$ cat src/rtl/xsw_rsp_router_pkg.sv
// Shared types and helpers for the crossbar response router.
package xsw_rsp_router_pkg;

  function automatic int unsigned xsw_idw(input int unsigned n);
    return (n <= 1) ? 1 : $clog2(n);
  endfunction

  // Index of the lowest set bit; 0 when nothing is set.
  function automatic int unsigned xsw_oh2idx(input logic [31:0] vec);
    int unsigned idx;
    idx = 0;
    for (int k = 31; k >= 0; k--) begin
      if (vec[k]) idx = 32'(k);
    end
    return idx;
  endfunction

  localparam int unsigned XSW_N_DEF = 2;
  typedef logic [xsw_idw(XSW_N_DEF)-1:0] xsw_id_t;

endpackage

$ cat src/rtl/xsw_rsp_router_if.sv
// Forward-switch snoop and response handshake bundle for the response router.
interface xsw_rsp_router_if #(
  parameter int unsigned N  = 2,
  parameter int unsigned M  = 2,
  parameter int unsigned DW = 8
);
  logic [M-1:0]    fwd_vld;
  logic [M-1:0]    fwd_gnt;
  logic [M*N-1:0]  fwd_src;
  logic [M-1:0]    fwd_stall;
  logic [M-1:0]    rsp_vld_i;
  logic [M*DW-1:0] rsp_dat_i;
  logic [M-1:0]    rsp_gnt_i;
  logic [N-1:0]    rsp_vld_o;
  logic [N*DW-1:0] rsp_dat_o;
  logic [N-1:0]    rsp_gnt_o;

  modport slave (
    input  fwd_vld, fwd_gnt, fwd_src, rsp_vld_i, rsp_dat_i, rsp_gnt_o,
    output fwd_stall, rsp_gnt_i, rsp_vld_o, rsp_dat_o
  );

  modport master (
    output fwd_vld, fwd_gnt, fwd_src, rsp_vld_i, rsp_dat_i, rsp_gnt_o,
    input  fwd_stall, rsp_gnt_i, rsp_vld_o, rsp_dat_o
  );
endinterface

$ cat src/rtl/xsw_rsp_router_id_fifo.sv
// In-order FIFO of originating-initiator IDs for one target; head valid when not empty.
module xsw_rsp_router_id_fifo #(
  parameter int unsigned W     = 1,
  parameter int unsigned DEPTH = 4
) (
  input  logic         clk,
  input  logic         rst,
  input  logic         push_i,
  input  logic         pop_i,
  input  logic [W-1:0] din_i,
  output logic         full_o,
  output logic         empty_o,
  output logic [W-1:0] head_o
);
  localparam int unsigned PW = $clog2(DEPTH);
  localparam int unsigned CW = PW + 1;

  logic [W-1:0]  mem_q [DEPTH];
  logic [PW-1:0] wr_q, wr_d, rd_q, rd_d;
  logic [CW-1:0] cnt_q, cnt_d;

  assign full_o  = (cnt_q == CW'(DEPTH));
  assign empty_o = (cnt_q == '0);
  assign head_o  = mem_q[rd_q];

  always_comb begin
    wr_d  = wr_q;
    rd_d  = rd_q;
    cnt_d = cnt_q;
    if (push_i) wr_d = wr_q + PW'(1);
    if (pop_i)  rd_d = rd_q + PW'(1);
    case ({push_i, pop_i})
      2'b10:   cnt_d = cnt_q + CW'(1);
      2'b01:   cnt_d = cnt_q - CW'(1);
      default: cnt_d = cnt_q;
    endcase
  end

  always_ff @(posedge clk) begin
    if (rst) begin
      wr_q  <= '0;
      rd_q  <= '0;
      cnt_q <= '0;
    end else begin
      wr_q  <= wr_d;
      rd_q  <= rd_d;
      cnt_q <= cnt_d;
    end
  end

  // Storage needs no reset; the count gates what is visible.
  always_ff @(posedge clk) begin
    if (push_i) mem_q[wr_q] <= din_i;
  end

`ifndef SYNTHESIS
  a_no_push_full: assert property (@(posedge clk) disable iff (rst) push_i |-> !full_o);
`endif

endmodule

$ cat src/rtl/xsw_rsp_router.sv
// Crossbar return path: tags accepted requests per target, routes responses back by round-robin.
module xsw_rsp_router
  import xsw_rsp_router_pkg::*;
#(
  parameter int unsigned N     = 2,
  parameter int unsigned M     = 2,
  parameter int unsigned DW    = 8,
  parameter int unsigned DEPTH = 4
) (
  input  logic               clk,
  input  logic               rst,
  xsw_rsp_router_if.slave    bus,
  output logic               err_o
);
  localparam int unsigned IW = xsw_idw(N);
  localparam int unsigned MW = xsw_idw(M);

  logic [M-1:0]          full, empty, push, pop, stray, bad_src;
  logic [IW-1:0]         push_id [M];
  logic [IW-1:0]         head_id [M];
  logic [N-1:0][M-1:0]   win_all;
  logic [M-1:0]          win_any;
  logic                  err_q, err_d;

  for (genvar t = 0; t < M; t++) begin : g_tgt
    logic [N-1:0] src;
    assign src          = bus.fwd_src[t*N +: N];
    assign push[t]      = ~rst & bus.fwd_vld[t] & bus.fwd_gnt[t] & ~full[t];
    assign push_id[t]   = IW'(xsw_oh2idx(32'(src)));
    assign bad_src[t]   = push[t] & ~$onehot(src);
    // A response with no outstanding ID is swallowed so the target never hangs.
    assign stray[t]     = ~rst & bus.rsp_vld_i[t] & empty[t];
    assign pop[t]       = bus.rsp_vld_i[t] & bus.rsp_gnt_i[t] & ~empty[t];
    assign bus.fwd_stall[t] = ~rst & full[t];

    xsw_rsp_router_id_fifo #(.W(IW), .DEPTH(DEPTH)) u_fifo (
      .clk    (clk),
      .rst    (rst),
      .push_i (push[t]),
      .pop_i  (pop[t]),
      .din_i  (push_id[t]),
      .full_o (full[t]),
      .empty_o(empty[t]),
      .head_o (head_id[t])
    );
  end

  for (genvar i = 0; i < N; i++) begin : g_ini
    logic [M-1:0]  req, win;
    logic [MW-1:0] ptr_q, ptr_d, widx;
    logic [DW-1:0] dat;
    logic          found;

    // Round-robin search starting at ptr_q; pointer advances only on a completed transfer.
    always_comb begin
      int unsigned idx;
      idx   = 0;
      req   = '0;
      win   = '0;
      widx  = '0;
      dat   = '0;
      found = 1'b0;
      ptr_d = ptr_q;
      for (int t = 0; t < M; t++) begin
        req[t] = ~rst & bus.rsp_vld_i[t] & ~empty[t] & (head_id[t] == IW'(i));
      end
      for (int k = 0; k < M; k++) begin
        idx = (32'(ptr_q) + 32'(k)) % M;
        for (int t = 0; t < M; t++) begin
          if (!found && req[t] && (32'(t) == idx)) begin
            found  = 1'b1;
            widx   = MW'(t);
            win[t] = 1'b1;
            dat    = bus.rsp_dat_i[DW*t +: DW];
          end
        end
      end
      if (found && bus.rsp_gnt_o[i]) begin
        ptr_d = (32'(widx) == M - 1) ? '0 : widx + MW'(1);
      end
    end

    assign win_all[i]               = win;
    assign bus.rsp_vld_o[i]         = |req;
    assign bus.rsp_dat_o[DW*i +: DW] = dat;

    always_ff @(posedge clk) begin
      if (rst) ptr_q <= '0;
      else     ptr_q <= ptr_d;
    end

`ifndef SYNTHESIS
    a_win_onehot: assert property (@(posedge clk) disable iff (rst) $onehot0(win));
`endif
  end

  always_comb begin
    win_any       = '0;
    bus.rsp_gnt_i = '0;
    for (int t = 0; t < M; t++) begin
      for (int i = 0; i < N; i++) begin
        win_any[t] = win_any[t] | win_all[i][t];
      end
      bus.rsp_gnt_i[t] = stray[t] | (win_any[t] & bus.rsp_gnt_o[head_id[t]]);
    end
  end

  assign err_d = err_q | (|stray) | (|bad_src);

  always_ff @(posedge clk) begin
    if (rst) err_q <= 1'b0;
    else     err_q <= err_d;
  end

  assign err_o = err_q;

endmodule

$ cat src/flat_wrapper.sv
// flat-port wrapper written by rule: the top's interface ports become plain ports
module xsw_rsp_router_flat import xsw_rsp_router_pkg::*;
#(
  parameter int unsigned N     = 2,
  parameter int unsigned M     = 2,
  parameter int unsigned DW    = 8,
  parameter int unsigned DEPTH = 4
)
  (clk, rst, err_o, bus_fwd_vld, bus_fwd_gnt, bus_fwd_src, bus_rsp_vld_i, bus_rsp_dat_i, bus_rsp_gnt_o, bus_fwd_stall, bus_rsp_gnt_i, bus_rsp_vld_o, bus_rsp_dat_o);
  xsw_rsp_router_if #(.N(N), .M(M), .DW(DW)) bus_i ();
  input  logic clk;
  input  logic rst;
  output logic err_o;
  input wire logic [$bits(bus_i.fwd_vld)-1:0] bus_fwd_vld;
  input wire logic [$bits(bus_i.fwd_gnt)-1:0] bus_fwd_gnt;
  input wire logic [$bits(bus_i.fwd_src)-1:0] bus_fwd_src;
  input wire logic [$bits(bus_i.rsp_vld_i)-1:0] bus_rsp_vld_i;
  input wire logic [$bits(bus_i.rsp_dat_i)-1:0] bus_rsp_dat_i;
  input wire logic [$bits(bus_i.rsp_gnt_o)-1:0] bus_rsp_gnt_o;
  output wire logic [$bits(bus_i.fwd_stall)-1:0] bus_fwd_stall;
  output wire logic [$bits(bus_i.rsp_gnt_i)-1:0] bus_rsp_gnt_i;
  output wire logic [$bits(bus_i.rsp_vld_o)-1:0] bus_rsp_vld_o;
  output wire logic [$bits(bus_i.rsp_dat_o)-1:0] bus_rsp_dat_o;
  assign bus_i.fwd_vld = bus_fwd_vld;
  assign bus_i.fwd_gnt = bus_fwd_gnt;
  assign bus_i.fwd_src = bus_fwd_src;
  assign bus_i.rsp_vld_i = bus_rsp_vld_i;
  assign bus_i.rsp_dat_i = bus_rsp_dat_i;
  assign bus_i.rsp_gnt_o = bus_rsp_gnt_o;
  assign bus_fwd_stall = bus_i.fwd_stall;
  assign bus_rsp_gnt_i = bus_i.rsp_gnt_i;
  assign bus_rsp_vld_o = bus_i.rsp_vld_o;
  assign bus_rsp_dat_o = bus_i.rsp_dat_o;
  xsw_rsp_router #(.N(N), .M(M), .DW(DW), .DEPTH(DEPTH)) u_core (.clk(clk), .rst(rst), .bus(bus_i), .err_o(err_o));
endmodule
$ cat config.mk
export PLATFORM = sky130hd
export DESIGN_NAME = xsw_rsp_router_flat
export DESIGN_NICKNAME = d
export VERILOG_FILES = /design/src/rtl/xsw_rsp_router_pkg.sv /design/src/rtl/xsw_rsp_router_if.sv /design/src/rtl/xsw_rsp_router_id_fifo.sv /design/src/rtl/xsw_rsp_router.sv /design/src/flat_wrapper.sv
export SDC_FILE = /design/constraint.sdc
export NUM_CORES = 1
export LEC_CHECK = 0
export CAP_MARGIN = 10
export CORE_MARGIN = 10
export CORE_UTILIZATION = 42
export CTS_CLUSTER_SIZE = 10
export DETAILED_ROUTE_END_ITERATION = 10
export PLACE_DENSITY = 0.76
export SETUP_SLACK_MARGIN = 0.02
export SYNTH_ARGS = -nofsm -noshare
export SYNTH_HDL_FRONTEND = slang
export SYNTH_SLANG_ARGS = --single-unit
export TNS_END_PERCENT = 20
$ cat constraint.sdc
create_clock -name clk -period 3.23 [get_ports clk]
set_clock_uncertainty 0.1 [all_clocks]
set_input_delay 0.4845 -clock clk [delete_from_list [all_inputs] [get_ports clk]]
set_output_delay 0.4845 -clock clk [all_outputs]
set_load 0.01 [all_outputs]
==> results.py <==
metrics = {
    "route": {
        "routed_via_density": 5.16,
        "drc": 0,
        "wl_um": 4520,
        "drtPass1Iterations": 4,
        "route.vias.total": 1507,
        "initialDrtViolationCount": 66,
        "ant_nets": 0,
        "wl_per_cell_um": 15.5,
    },
    "grt": {
        "grt_pass1_wl_um": 7270,
        "grt_pass1_vias": 1528,
        "antenna_found_initial": 0,
        "groute.usage.overall_pct": 12.5,
        "grt_overflow": 0,
        "grt_max_degree": 16,
    },
    "min_path": {
        "hold_start": "u_core.g_tgt[0].u_fifo.rd_q[1]$_SDFFE_PP0P_",
        "hp-class": "reg2reg",
    },
    "run": {
        "drv_cap": 0,
    },
    "timing": {
        "fin_crit_sh_pct": 97.9,
        "max_freq_mhz": 316,
        "worst_pin_slew_ns": 0.632,
        "fin_crit_ns": 3.16,
        "rsz0062_at_grt": "true",
        "setup_tns_ns": 0,
        "drv_slew": 0,
        "finalSetupViolCount": 0,
        "slew_headroom_pct": 57.5,
        "hold_viol_final": 0,
    },
    "logic_synthesis": {
        "yosysWarnings": 0,
        "syn_avg_cell_area_um2": 10.4,
        "synth.distinct_cells": 46,
        "yosys-top-cells-area": "dfxtp_1, edfxtp_1, ha_1",
        "synth_top_family_by_area": "compound AO/OA/AOI/OAI gates",
        "synthMuxAreaShare_pct": 7.76,
        "syn-instance-count": 168,
        "synth_compound_area_share_pct": 18.2,
        "yosys.area.top_type": "dfxtp_1",
        "yosys.area_share.xor_xnor_pct": 3.02,
        "synth_top_area_share_pct": 24.1,
        "yosysSeqAreaShare_pct": 37.9,
        "synth_area_mm2": 0.00174,
        "ys_seq_elements": 29,
        "synth_nets": 212,
        "yosys.area_share.simple_pct": 16.5,
        "yosys.area_share.adder_pct": 10.9,
    },
    "place": {
        "placed_area_mm2": 0.00244,
        "finalWeightedCongestion": 0.788,
        "dp_hpwl_um": 3590,
        "place_inst": 284,
        "portBuffers": 52,
    },
    "clock_network": {
        "cts_sinks": 29,
        "cts_tree": "done",
        "cts.hold.buffers_added": 0,
        "clk_latency_ns": 0.28,
        "clk_path_buf_depth": 2,
        "cts-root-buf": "clkbuf_8",
        "cts_buffers": 5,
        "cts_max_level": 2,
        "clk_pin_slew_worst_paths_ns": 0.07,
    },
    "worst_setup_path": {
        "cp_common_cell": "buf_4",
        "cp-startpoint": "u_core.g_tgt[1].u_fifo.mem_q[2]$_DFFE_PP_",
        "crit_path_max_incr_delay_ns": 0.55,
        "worstSetupEndpointType": "primary output",
        "path_class": "reg2out",
        "r2r-start": "u_core.g_tgt[1].u_fifo.mem_q[2]$_DFFE_PP_",
        "critPathRequiredTime_ns": 2.65,
        "cpLargestDelayFamily": "buffers and inverters",
        "critPathBufInv": 3,
        "crit_arrival_ns": 2.58,
        "cp_slowest_cell": "mux4_2",
        "cp-start-kind": "flop",
        "crit_fanout": 9,
        "crit_chain": "mux4_2 -> nor3b_2 -> buf_4 -> a21boi_2 -> buf_4 -> a22o_1 -> clkdlybuf4s50_1",
    },
    "layout": {
        "layout-area-overhead-vs-synth_pct": 45.5,
        "finish.utilization_pct": 63.3,
        "multi_input_area_um2": 995,
        "fin_area_mm2": 0.00253,
        "drive_gt1_share_pct": 21.1,
        "final_nets": 285,
        "seq_area_um2": 661,
        "num-fill-cells": 359,
        "fin_cells": 292,
        "antenna_cells": 0,
    },
    "die": {
        "ioPinCount": 53,
        "die_x_um": 84.4,
        "die-area_mm2": 0.00712,
        "rows": 23,
        "core_area_mm2": 0.00400,
        "die_h_um": 84.4,
        "start_util_pct": 43.5,
    },
    "pwr": {
        "peakVddDrop_v": 0.000252,
        "cellLeakagePower_nw": 1.10,
        "p_total_mw": 0.817,
        "p_per_area_mw_per_mm2": 323,
    },
    "status": {
        "status": "completed",
    },
}
final timing paths:
check	cells past startpoint	slack [ns]	end
setup reg to reg	11	0.16	u_core.g_tgt[0].u_fifo.cnt_q[2]$_SDFFE_PP0P_
setup / recovery	7	0.07	bus_rsp_dat_o[8]
hold / removal	1	0.37	u_core.g_tgt[0].u_fifo.rd_q[1]$_SDFFE_PP0P_
hold reg to reg	1	0.37	u_core.g_tgt[0].u_fifo.rd_q[1]$_SDFFE_PP0P_
metal layers:
metal / track usage, % / part of all wire, %
met5: 0 / 0
met4: 5.39 / 1.5
met3: 4.44 / 8.0
met2: 20.3 / 46
met1: 14.3 / 45
repair_timing:
item                                   in CTS  in global routing
gates cloned                                0                  0
resized for setup                          12                  7
endpoints found under the hold margin       0                  0
buffers inserted                            0                  0
setup endpoints to repair                  18                 11
cells in the final DEF, fill, tap and decap left out, types with 3 or more instances in the layout:
master | Yosys | layout
nor3_1 | 4 | 4
dlymetal6s2s_1 | 0 | 4
nand2_1 | 4 | 4
clkdlybuf4s50_1 | 0 | 37
a22o_1 | 8 | 8
xor2_1 | 4 | 4
or3_1 | 3 | 3
a22o_2 | 8 | 8
and2_1 | 10 | 9
edfxtp_1 | 8 | 8
inv_1 | 16 | 16
dlygate4sd2_1 | 0 | 11
buf_4 | 0 | 17
dfxtp_1 | 21 | 21
mux2i_1 | 9 | 9
ha_1 | 12 | 12
clkbuf_8 | 1 | 5
a21oi_1 | 7 | 6
o21ai_0 | 4 | 4
nor2_1 | 11 | 11
stage by stage:
stage / setup WS (ns) / hold WS, ns
2_1_floorplan: 0.122 / 0.327
3_3_place_gp: -0.106 / 0.348
3_5_place_dp: -0.121 / 0.359
4_1_cts: 0.00547 / 0.372
5_1_grt: -0.0350 / 0.397
6_report: 0.0683 / 0.366
synth_stat cells (all sizes together):
library cell and instances:
a22o 16, a21oi 7, dfxtp 21, a21boi 2, nor2b 2, and3 1
ha 12, and2 11, or2b 2, buf 2, mux2i 9, and4 1
a311oi 1, a31oi 1, a22oi 2, nor3 5, a21o 1, clkbuf 3
mux4 2, nand2 4, xnor2 2, nor2 12, inv 16, xor2 4
fa 2, o21ai 4, o41ai 1, or4 1, nor3b 1, nand3 1
or3 3, or2 2, a211oi 2, nand3b 1, o21ba 1, o311ai 1
nand4b 1, edfxtp 8
worst reg2reg max path: cells and delay by family (launching register included):
| family | cells | cell delay, ns |
|---|---|---|
| AO/OA/AOI/OAI | 3 | 0.48 |
| XOR/XNOR | 1 | 0.16 |
| adder cells (fa/ha/maj) | 2 | 0.60 |
| buffers and inverters | 2 | 0.24 |
| flip-flops | 1 | 0.37 |
| multiplexers | 1 | 0.55 |
| AND/OR/NAND/NOR | 2 | 0.52 |
cell families after synthesis:
logic type / Yosys count
compound gates: 39
xor+xnor: 6
fa+ha+maj: 14
buf+inv: 21
flops: 29
mux: 11
simple gates: 48
where the power goes:
part | total, mW | switching, mW | internal [mW]
Sequential | 0.392 | 0.00859 | 0.383
Clock | 0.283 | 0.133 | 0.150
Combinational | 0.143 | 0.0620 | 0.0805
area by class of cell:
cell class | count | area share [%]
Multi-Input combinational cell | 118 | 39.3
Timing Repair Buffer | 71 | 26.7
Sequential cell | 29 | 26.1
Clock buffer | 7 | 3.01
Tap cell | 50 | 2.47
Inverter | 16 | 2.37
Clock inverter | 1 | 0.148
No activity file was read; power rests on OpenSTA's default activity.
